File: src/rtl/fft_iter_ctrl.sv
// Sequencer for an iterative radix-2 DIT in-place FFT: read/twiddle issue plus delayed write-back.
// Optional FFT_CTRL_HOLD_EN adds a HOLD input that stalls issue while in RUN.
module fft_iter_ctrl #(
  parameter int unsigned LOG2N  = 4,
  parameter int unsigned BF_LAT = 3
) (
  input  logic             CLK,
  input  logic             RST,
  input  logic             START,
`ifdef FFT_CTRL_HOLD_EN
  input  logic             HOLD,
`endif
  output logic             BUSY,
  output logic             DONE,
  output logic             RD_EN,
  output logic [LOG2N-1:0] RD_A,
  output logic [LOG2N-1:0] RD_B,
  output logic [LOG2N-2:0] TW_ADDR,
  output logic             W_EN,
  output logic             W_LAY_EN,
  output logic             WR_EN,
  output logic [LOG2N-1:0] WR_A,
  output logic [LOG2N-1:0] WR_B
);

  localparam int unsigned KW = LOG2N - 1;
  localparam int unsigned SW = $clog2(LOG2N);
  localparam int unsigned CW = (BF_LAT > 1) ? $clog2(BF_LAT) : 1;

  localparam logic [KW-1:0] KLast = '1;
  localparam logic [SW-1:0] SLast = SW'(LOG2N - 1);
  localparam logic [CW-1:0] CLast = CW'(BF_LAT - 1);

  typedef enum logic [1:0] {StIdle, StRun, StDrain, StFin} state_e;

  state_e          state_q, state_d;
  logic [SW-1:0]   s_q, s_d;
  logic [KW-1:0]   k_q, k_d;
  logic [CW-1:0]   cnt_q, cnt_d;
  logic            issue, lay_en;
  logic            hold_w;

  logic [LOG2N-1:0] rd_a_q, rd_a_d, rd_b_q, rd_b_d;
  logic [KW-1:0]    tw_q, tw_d;

  logic [BF_LAT-1:0] dl_en_q, dl_en_d;
  logic [LOG2N-1:0]  dl_a_q [BF_LAT];
  logic [LOG2N-1:0]  dl_a_d [BF_LAT];
  logic [LOG2N-1:0]  dl_b_q [BF_LAT];
  logic [LOG2N-1:0]  dl_b_d [BF_LAT];

`ifdef FFT_CTRL_HOLD_EN
  assign hold_w = HOLD;
`else
  assign hold_w = 1'b0;
`endif

  always_comb begin
    state_d = state_q;
    s_d     = s_q;
    k_d     = k_q;
    cnt_d   = cnt_q;
    issue   = 1'b0;
    lay_en  = 1'b0;
    unique case (state_q)
      StIdle: begin
        if (START) begin
          state_d = StRun;
          s_d     = '0;
          k_d     = '0;
        end
      end
      StRun: begin
        if (!hold_w) begin
          issue = 1'b1;
          if (k_q == KLast) begin
            state_d = StDrain;
            cnt_d   = '0;
          end else begin
            k_d = k_q + KW'(1);
          end
        end
      end
      StDrain: begin
        // Waiting out BF_LAT keeps the next stage's reads behind this stage's writes.
        if (cnt_q == CLast) begin
          if (s_q == SLast) begin
            state_d = StFin;
          end else begin
            state_d = StRun;
            s_d     = s_q + SW'(1);
            k_d     = '0;
            lay_en  = 1'b1;
          end
        end else begin
          cnt_d = cnt_q + CW'(1);
        end
      end
      StFin:   state_d = StIdle;
      default: state_d = StIdle;
    endcase
  end

  // Addresses for the butterfly that will be presented next cycle.
  always_comb begin
    logic [LOG2N-1:0] k_ext, mask, lo;
    k_ext  = LOG2N'(k_d);
    mask   = (LOG2N'(1) << s_d) - LOG2N'(1);
    lo     = k_ext & mask;
    rd_a_d = ((k_ext & ~mask) << 1) | lo;
    rd_b_d = rd_a_d | (LOG2N'(1) << s_d);
    tw_d   = KW'(lo << (SLast - s_d));
    if (state_d != StRun) begin
      rd_a_d = '0;
      rd_b_d = '0;
      tw_d   = '0;
    end
  end

  always_comb begin
    dl_en_d[0] = issue;
    dl_a_d[0]  = rd_a_q;
    dl_b_d[0]  = rd_b_q;
    for (int i = 1; i < BF_LAT; i++) begin
      dl_en_d[i] = dl_en_q[i-1];
      dl_a_d[i]  = dl_a_q[i-1];
      dl_b_d[i]  = dl_b_q[i-1];
    end
  end

  always_ff @(posedge CLK) begin
    if (RST) begin
      state_q <= StIdle;
      s_q     <= '0;
      k_q     <= '0;
      cnt_q   <= '0;
      rd_a_q  <= '0;
      rd_b_q  <= '0;
      tw_q    <= '0;
      dl_en_q <= '0;
      for (int i = 0; i < BF_LAT; i++) begin
        dl_a_q[i] <= '0;
        dl_b_q[i] <= '0;
      end
    end else begin
      state_q <= state_d;
      s_q     <= s_d;
      k_q     <= k_d;
      cnt_q   <= cnt_d;
      rd_a_q  <= rd_a_d;
      rd_b_q  <= rd_b_d;
      tw_q    <= tw_d;
      dl_en_q <= dl_en_d;
      for (int i = 0; i < BF_LAT; i++) begin
        dl_a_q[i] <= dl_a_d[i];
        dl_b_q[i] <= dl_b_d[i];
      end
    end
  end

  assign BUSY     = (state_q == StRun) || (state_q == StDrain);
  assign DONE     = (state_q == StFin);
  assign RD_EN    = issue;
  assign W_EN     = issue;
  assign W_LAY_EN = lay_en;
  assign RD_A     = rd_a_q;
  assign RD_B     = rd_b_q;
  assign TW_ADDR  = tw_q;
  assign WR_EN    = dl_en_q[BF_LAT-1];
  assign WR_A     = dl_a_q[BF_LAT-1];
  assign WR_B     = dl_b_q[BF_LAT-1];

endmodule

File: config.mk
export PLATFORM = sky130hd
export DESIGN_NAME = fft_iter_ctrl
export DESIGN_NICKNAME = d
export VERILOG_FILES = /design/src/rtl/fft_iter_ctrl.sv
export SDC_FILE = /design/constraint.sdc
export NUM_CORES = 1
export LEC_CHECK = 0
export ABC_CLOCK_PERIOD_IN_PS = 4600
export BUFFER_PORTS_ARGS = -buffer_cell sky130_fd_sc_hd__buf_4
export CORE_AREA = 2 2 72 74
export CTS_BUF_LIST = sky130_fd_sc_hd__clkbuf_2
export CTS_CLUSTER_SIZE = 40
export DETAILED_ROUTE_END_ITERATION = 10
export DIE_AREA = 0 0 74 76
export PLACE_DENSITY_LB_ADDON = 0.3
export SLEW_MARGIN = 20
export SYNTH_ARGS = -nofsm -noshare
export SYNTH_HDL_FRONTEND = slang
export SYNTH_SLANG_ARGS = --single-unit
File: constraint.sdc
create_clock -name CLK -period 4.6 [get_ports CLK]
set_input_delay 0.92 -clock CLK [delete_from_list [all_inputs] [get_ports CLK]]
set_output_delay 0.92 -clock CLK [all_outputs]
set_load 0.005 [all_outputs]
# Word-level counts from Yosys, hierarchy flattened
# Memory sizes are Yosys's and may differ from the RTL's.
# Cells that the tools add are included.
[totals]
reg_bits = 23
mem_bits_rw = 24
input_bits = 3
out_inout_bits = 25
n_memories = 2
[mem_list]
columns = ["memory", "depth", "width", "read_ports", "rd_clocked_by_memory_dff", "wr", "line", "text"]
rows = [
  ["dl_a_q", 3, 4, 3, 0, 3, "47", "logic [LOG2N-1:0] dl_a_q [BF_LAT];"],
  ["dl_b_q", 3, 4, 3, 0, 3, "49", "logic [LOG2N-1:0] dl_b_q [BF_LAT];"],
]
[classes]
add_sub_neg = 5
n_eq_ne = 9
n_shift = 2
muxes = 30
bitwise = 11
n_reduce_logical = 5
[ops]
columns = ["operator", "n"]
rows = [
  ["$mux 4", 6],
  ["$mux 2", 9],
  ["$mux 3", 4],
  ["$pmux 3 s3", 1],
  ["$eq 2x2->1 const B", 4],
  ["$or 4x4->4", 2],
  ["$pmux 2 s2", 2],
  ["$pmux 2 s4", 1],
  ["$mux 1", 7],
  ["$or 1x1->1", 6],
  ["$add 2x1->2 const B", 2],
  ["$and 3x4->4", 1],
  ["$ne 2x2->1 const B", 2],
  ["$shl 1x2->4 const A", 1],
  ["$shl 4x2->3", 1],
  ["$sub 4x2->4 const B", 1],
  ["$add 3x1->3 const B", 1],
  ["$and 3x3->3", 1],
  ["$eq 3x3->1 const B", 1],
  ["$not 3->3", 1],
  ["$reduce_and 3->1", 1],
  ["$eq 2x1->1 const B", 1],
  ["$logic_not 2->1", 1],
  ["$ne 2x1->1 const B", 1],
  ["4 further kinds", 4],
]

# Logic depth before layout (Yosys ltp)
[depth]
depth_word = 10
mapped_depth = 9
ltp_nobuf = 7

# Least setup slack after synthesis
# Ideal clock, no wire load.
[synth_path]
path_kind = "input-to-reg"
startpoint = "in START"
endpoint = "reg rd_b_q[1] (netlist: RD_B[1])"
setup_time_ns = 0.086
arrival_time_ns = 1.976
required_time_ns = 4.514
slack_ns = 2.539
cell_stages = 6
path_cell_list = "and2b_1 nor3b_1 or3_1 buf_2 nor2b_4 a211oi_1"
[synth_between]
elab_chain_len = 8
[synth_rtl]
columns = ["element", "line", "text"]
rows = [
  ["start, declared", "9", "input logic START,"],
  ["$mux 2", "67", "if (START) begin"],
  ["$pmux 2 s2", "65", "unique case (state_q)"],
  ["$shl 1x2->4", "108, 111", ""],
  ["$sub 4x2->4", "108", "mask = (LOG2N'(1) << s_d) - LOG2N'(1);"],
  ["$not 3->3", "110", "rd_a_d = ((k_ext & ~mask) << 1) | lo;"],
  ["$and 3x3->3", "110", ""],
  ["$or 4x4->4", "110", ""],
  ["$or 4x4->4", "111", "rd_b_d = rd_a_d | (LOG2N'(1) << s_d);"],
  ["end signal, assigned", "151", "rd_b_q <= rd_b_d;"],
  ["end, declared", "43", "logic [LOG2N-1:0] rd_a_q, rd_a_d, rd_b_q, rd_b_d;"],
]
# Several ways; a longest one is shown, not always the timed one.
# A chain may end at the register's enable or synchronous reset.

# Final worst setup path
[layout_path]
startpoint = "reg state_q[0]"
endpoint = "out W_LAY_EN"
[layout_between]
elab_chain_len = 2
[layout_rtl]
columns = ["element", "line", "text"]
rows = [
  ["start, declared", "36", "state_e state_q, state_d;"],
  ["start signal, assigned", "133", "state_q <= StIdle;"],
  ["start signal, assigned", "146", "state_q <= state_d;"],
  ["$eq 2x2->1", "65", ""],
  ["$mux 1", "65", ""],
  ["end, declared", "20", "output logic W_LAY_EN,"],
]
# No other way between the ends.

==> impl_metrics.yaml <==
flow_run:
  cap_viol_max_count: 0
timing:
  clock-skew-final_ps: 20.18
  setup_total_negative_slack_ps: 0
  relSlewSlack_pct: 64.73
  grt_setup_unrepaired: "no"
  post-route-period-util_pct: 59.67
  finalSetupViolCount: 0
  clock.fmax_mhz: 364.3
  timing_worst_slew_pin_value_ps: 529.1
  setup_slack_ps: 1855
  shortest_clock_period_the_worst_path_allows_after_layout_ps: 2745
  total_count_of_max_transition_violations_in_the_final_report: 0
  finalHoldViolations: 0
drt:
  routed-via-count: 1231
  drt-vias-per-instance: 4.559
  wirelength_um: 3053
  route.antenna.remaining_nets: 0
  post_drt_wl_per_cell_um: 11.31
  initialDrtViolationCount: 65
  drc: 0
  drt_pre_antenna_iters: 4
cts:
  tritoncts.num_buffers: 5
  post_cts.repair.setup_buffers: 0
  cts.repair.resized: 0
  tritoncts_clock_tree: "done"
  clock_insertion_delay_worst_skew_ps: 410
  max-clock-path-buffers: 2
  clk_transition_reported_paths_ps: 230
  cts_num_sinks: 47
  cts_hold_buffers: 0
  cts_max_level: 2
  cts-root-buf: "clkbuf_2"
pwr:
  pwr-share-comb_pct: 8.0
  worst_ir_drop_vdd_mv: 0.1395
  power.internal_w: 0.0005910
  power.density_cell_area_nw_per_um2: 352.3
  seq_power_share_pct: 55.8
  total_switching_power_w: 0.0001606
  design_power_total_w: 0.0007516
  switching_share_pct: 21.36
  leakage_nw: 0.8752
  clockPowerShare_pct: 36.2
logic_synthesis:
  synth_cell_type_count: 45
  yosys.area_share.adder_pct: 3.979
  synth_compound_gate_area_share_pct: 15.45
  share_of_cell_area_taken_by_muxes_after_synthesis_pct: 0.5968
  synth_simple_gate_area_share_pct: 22.02
  syn-mean-instance-area_um2: 10.25
  ys_top_cells_by_area: "dfxtp_1, nor2b_1, buf_4"
  ranking_of_synthesized_cells_by_instance_count: "dfxtp_1, nor2b_1, nor2_1, a21oi_1, buf_4"
  synth_ff_type: "dfxtp_1"
  synth_top_cell_by_area: "dfxtp_1"
  dominant_combinational_cell_family_by_area_after_synthesis: "simple AND/OR/NAND/NOR gates"
  yosysMostFrequentCell: "dfxtp_1"
  synthDominantCellAreaShare_pct: 49.87
  ys_seq_area_share_pct: 49.87
  yosys_register_bits: 47
  synthesis.area_um2: 1887
  synth_nets: 193
  synthCells: 184
  async_reset_ff_share_pct: 0
  ys_warn_count: 0
  synth_xor_xnor_area_share_pct: 0
  synth-edff-count: 0
floorplanning:
  fp-row-count: 26
  die-area_um2: 5624
  width_of_the_chip_um: 74
  die-height_um: 76
  io-pin-count: 28
  start_util_pct: 38.41
  core_um2: 4912
placement:
  io_buffers: 27
  placement.setup.worst_slack_ps: 2329
  gpl.final_weighted_congestion: 0.7716
  placed_area_um2: 2043
  detail_placement_hpwl_um: 2104
setup_path:
  crit-reg2reg-launch: "state_q[0]$_SDFF_PP0_"
  kind_of_start_point_of_the_critical_path: "flop"
  worstSetupEndpointType: "output pin"
  setup.reg_to_reg.worst_slack_ps: 2340
  timing.critical_path.required_ps: 3680
  critical_path.max_fanout: 13
  rr_endpoint: "TW_ADDR[1]$_SDFF_PP0_"
  timing_worst_setup_path_type: "flop to output pin"
  worst-r2r-cell-count: 7
  crit_arrival_ps: 1830
global_routing:
  gr-total-overflow: 0
  use_met1_pct: 15.75
  grt_start_max_net_pins: 37
  grt_util_all_layers_pct: 11.79
  first_global_vias: 1132
  busiest_layer: "met2"
  initial_antenna_violation_count: 0
  grt_pass1_wl_um: 5168
  use_met2_pct: 17.23
  met3_usage_pct: 4.365
hold_path:
  worstHoldEndpoint: "dl_a_q[0][6]$_SDFF_PP0_"
  min-delay-start: "dl_a_q[0][2]$_SDFF_PP0_"
  timing.hold.worst_path_depth: 1
  holdCritPathClass: "flop to flop"
final_layout:
  stdcell_area_um2: 2133
  final_net_count: 208
  final_layout_size_suffix_gt1_share_pct: 23.00
  layout.core_utilization_pct: 43.43
  areaGrowthSynthToFinish_pct: 13.06
  num_antenna_cells: 0
run_status:
  run_status: "completed"
==> cell usage in the layout (no fill, tap or decap), types with 2 or more instances in the layout <==
master,netlist,routed
dfxtp_1,47,47
nor2b_1,30,30
buf_4,10,27
nor2_1,14,14
a21oi_1,10,10
ha_1,6,6
clkbuf_2,0,6
inv_1,5,5
o21ai_0,4,4
nand2_1,4,4
nor3_1,4,4
nand2_4,2,2
nand2b_1,2,2
a21o_1,2,2
a22oi_2,2,2
a22oi_1,2,2
nor2b_4,2,2
a211oi_1,2,2
a31oi_1,2,2
nand3_1,2,2
bufinv_16,0,2
==> per-stage QoR <==
step	instances	hold slack [ps]
global placement	262	415.7
detailed placement	262	422.0
floorplan	184	413.8
global route	270	448.5
finish	270	450.0
CTS	270	442.7
==> area by class of cell <==
cell class	instances	area [um^2]
Clock buffer	6	30.03
Clock inverter	2	60.06
Fill cell	498	2779
Inverter	5	18.77
Multi-Input combinational cell	113	793.3
Sequential cell	47	940.9
Tap cell	70	87.58
Timing Repair Buffer	27	202.7
==> power groups by stage <==
stage	Clock [W]	Combinational, W	Sequential (W)
2_1_floorplan	0	0.0000482	0.000426
3_3_place_gp	0	0.0000595	0.000427
3_5_place_dp	0	0.0000611	0.000427
4_1_cts	0.000280	0.0000612	0.000420
5_1_grt	0.000300	0.0000662	0.000421
6_report	0.000272	0.0000604	0.000419
==> sequential cells by signal, summed over array words and instances, names as in the netlist <==
signal and cells:
RD_A 4, s_q 2, cnt_q 2, state_q 2, dl_a_q 12, k_q 3
dl_b_q 12, RD_B 4, dl_en_q 3, TW_ADDR 3
==> critical path, cell delays in order, from the launching register on <==
cell and delay (ps):
dfxtp_1 390, inv_1 140, ha_1 510, nand2_4 100, a21oi_1 140, buf_4 130
==> cell families (layout without fill, tap and decap cells) <==
logic type | after synthesis | in the layout
flops | 47 | 47
fa+ha+maj | 6 | 6
simple gates | 69 | 69
mux | 1 | 1
compound gates | 37 | 37
buf+inv | 24 | 40
==> worst max path at each step <==
| stage | start | to |
|---|---|---|
| global route | state_q[0]$_SDFF_PP0_ | W_LAY_EN |
| detailed placement | START | RD_B[1]$_SDFF_PP0_ |
| floorplan | START | RD_B[1]$_SDFF_PP0_ |
| finish | state_q[0]$_SDFF_PP0_ | W_LAY_EN |
| CTS | state_q[0]$_SDFF_PP0_ | W_LAY_EN |
| global placement | START | RD_B[1]$_SDFF_PP0_ |
==> metal layers <==
layer  vias to the layer above  share of wire, %
li1                        642                 -
met1                       556                50
met2                        26                43
met3                         7               5.2
met4                         0               1.7
met5                         -                 0
No activity file was read; power rests on OpenSTA's default activity.
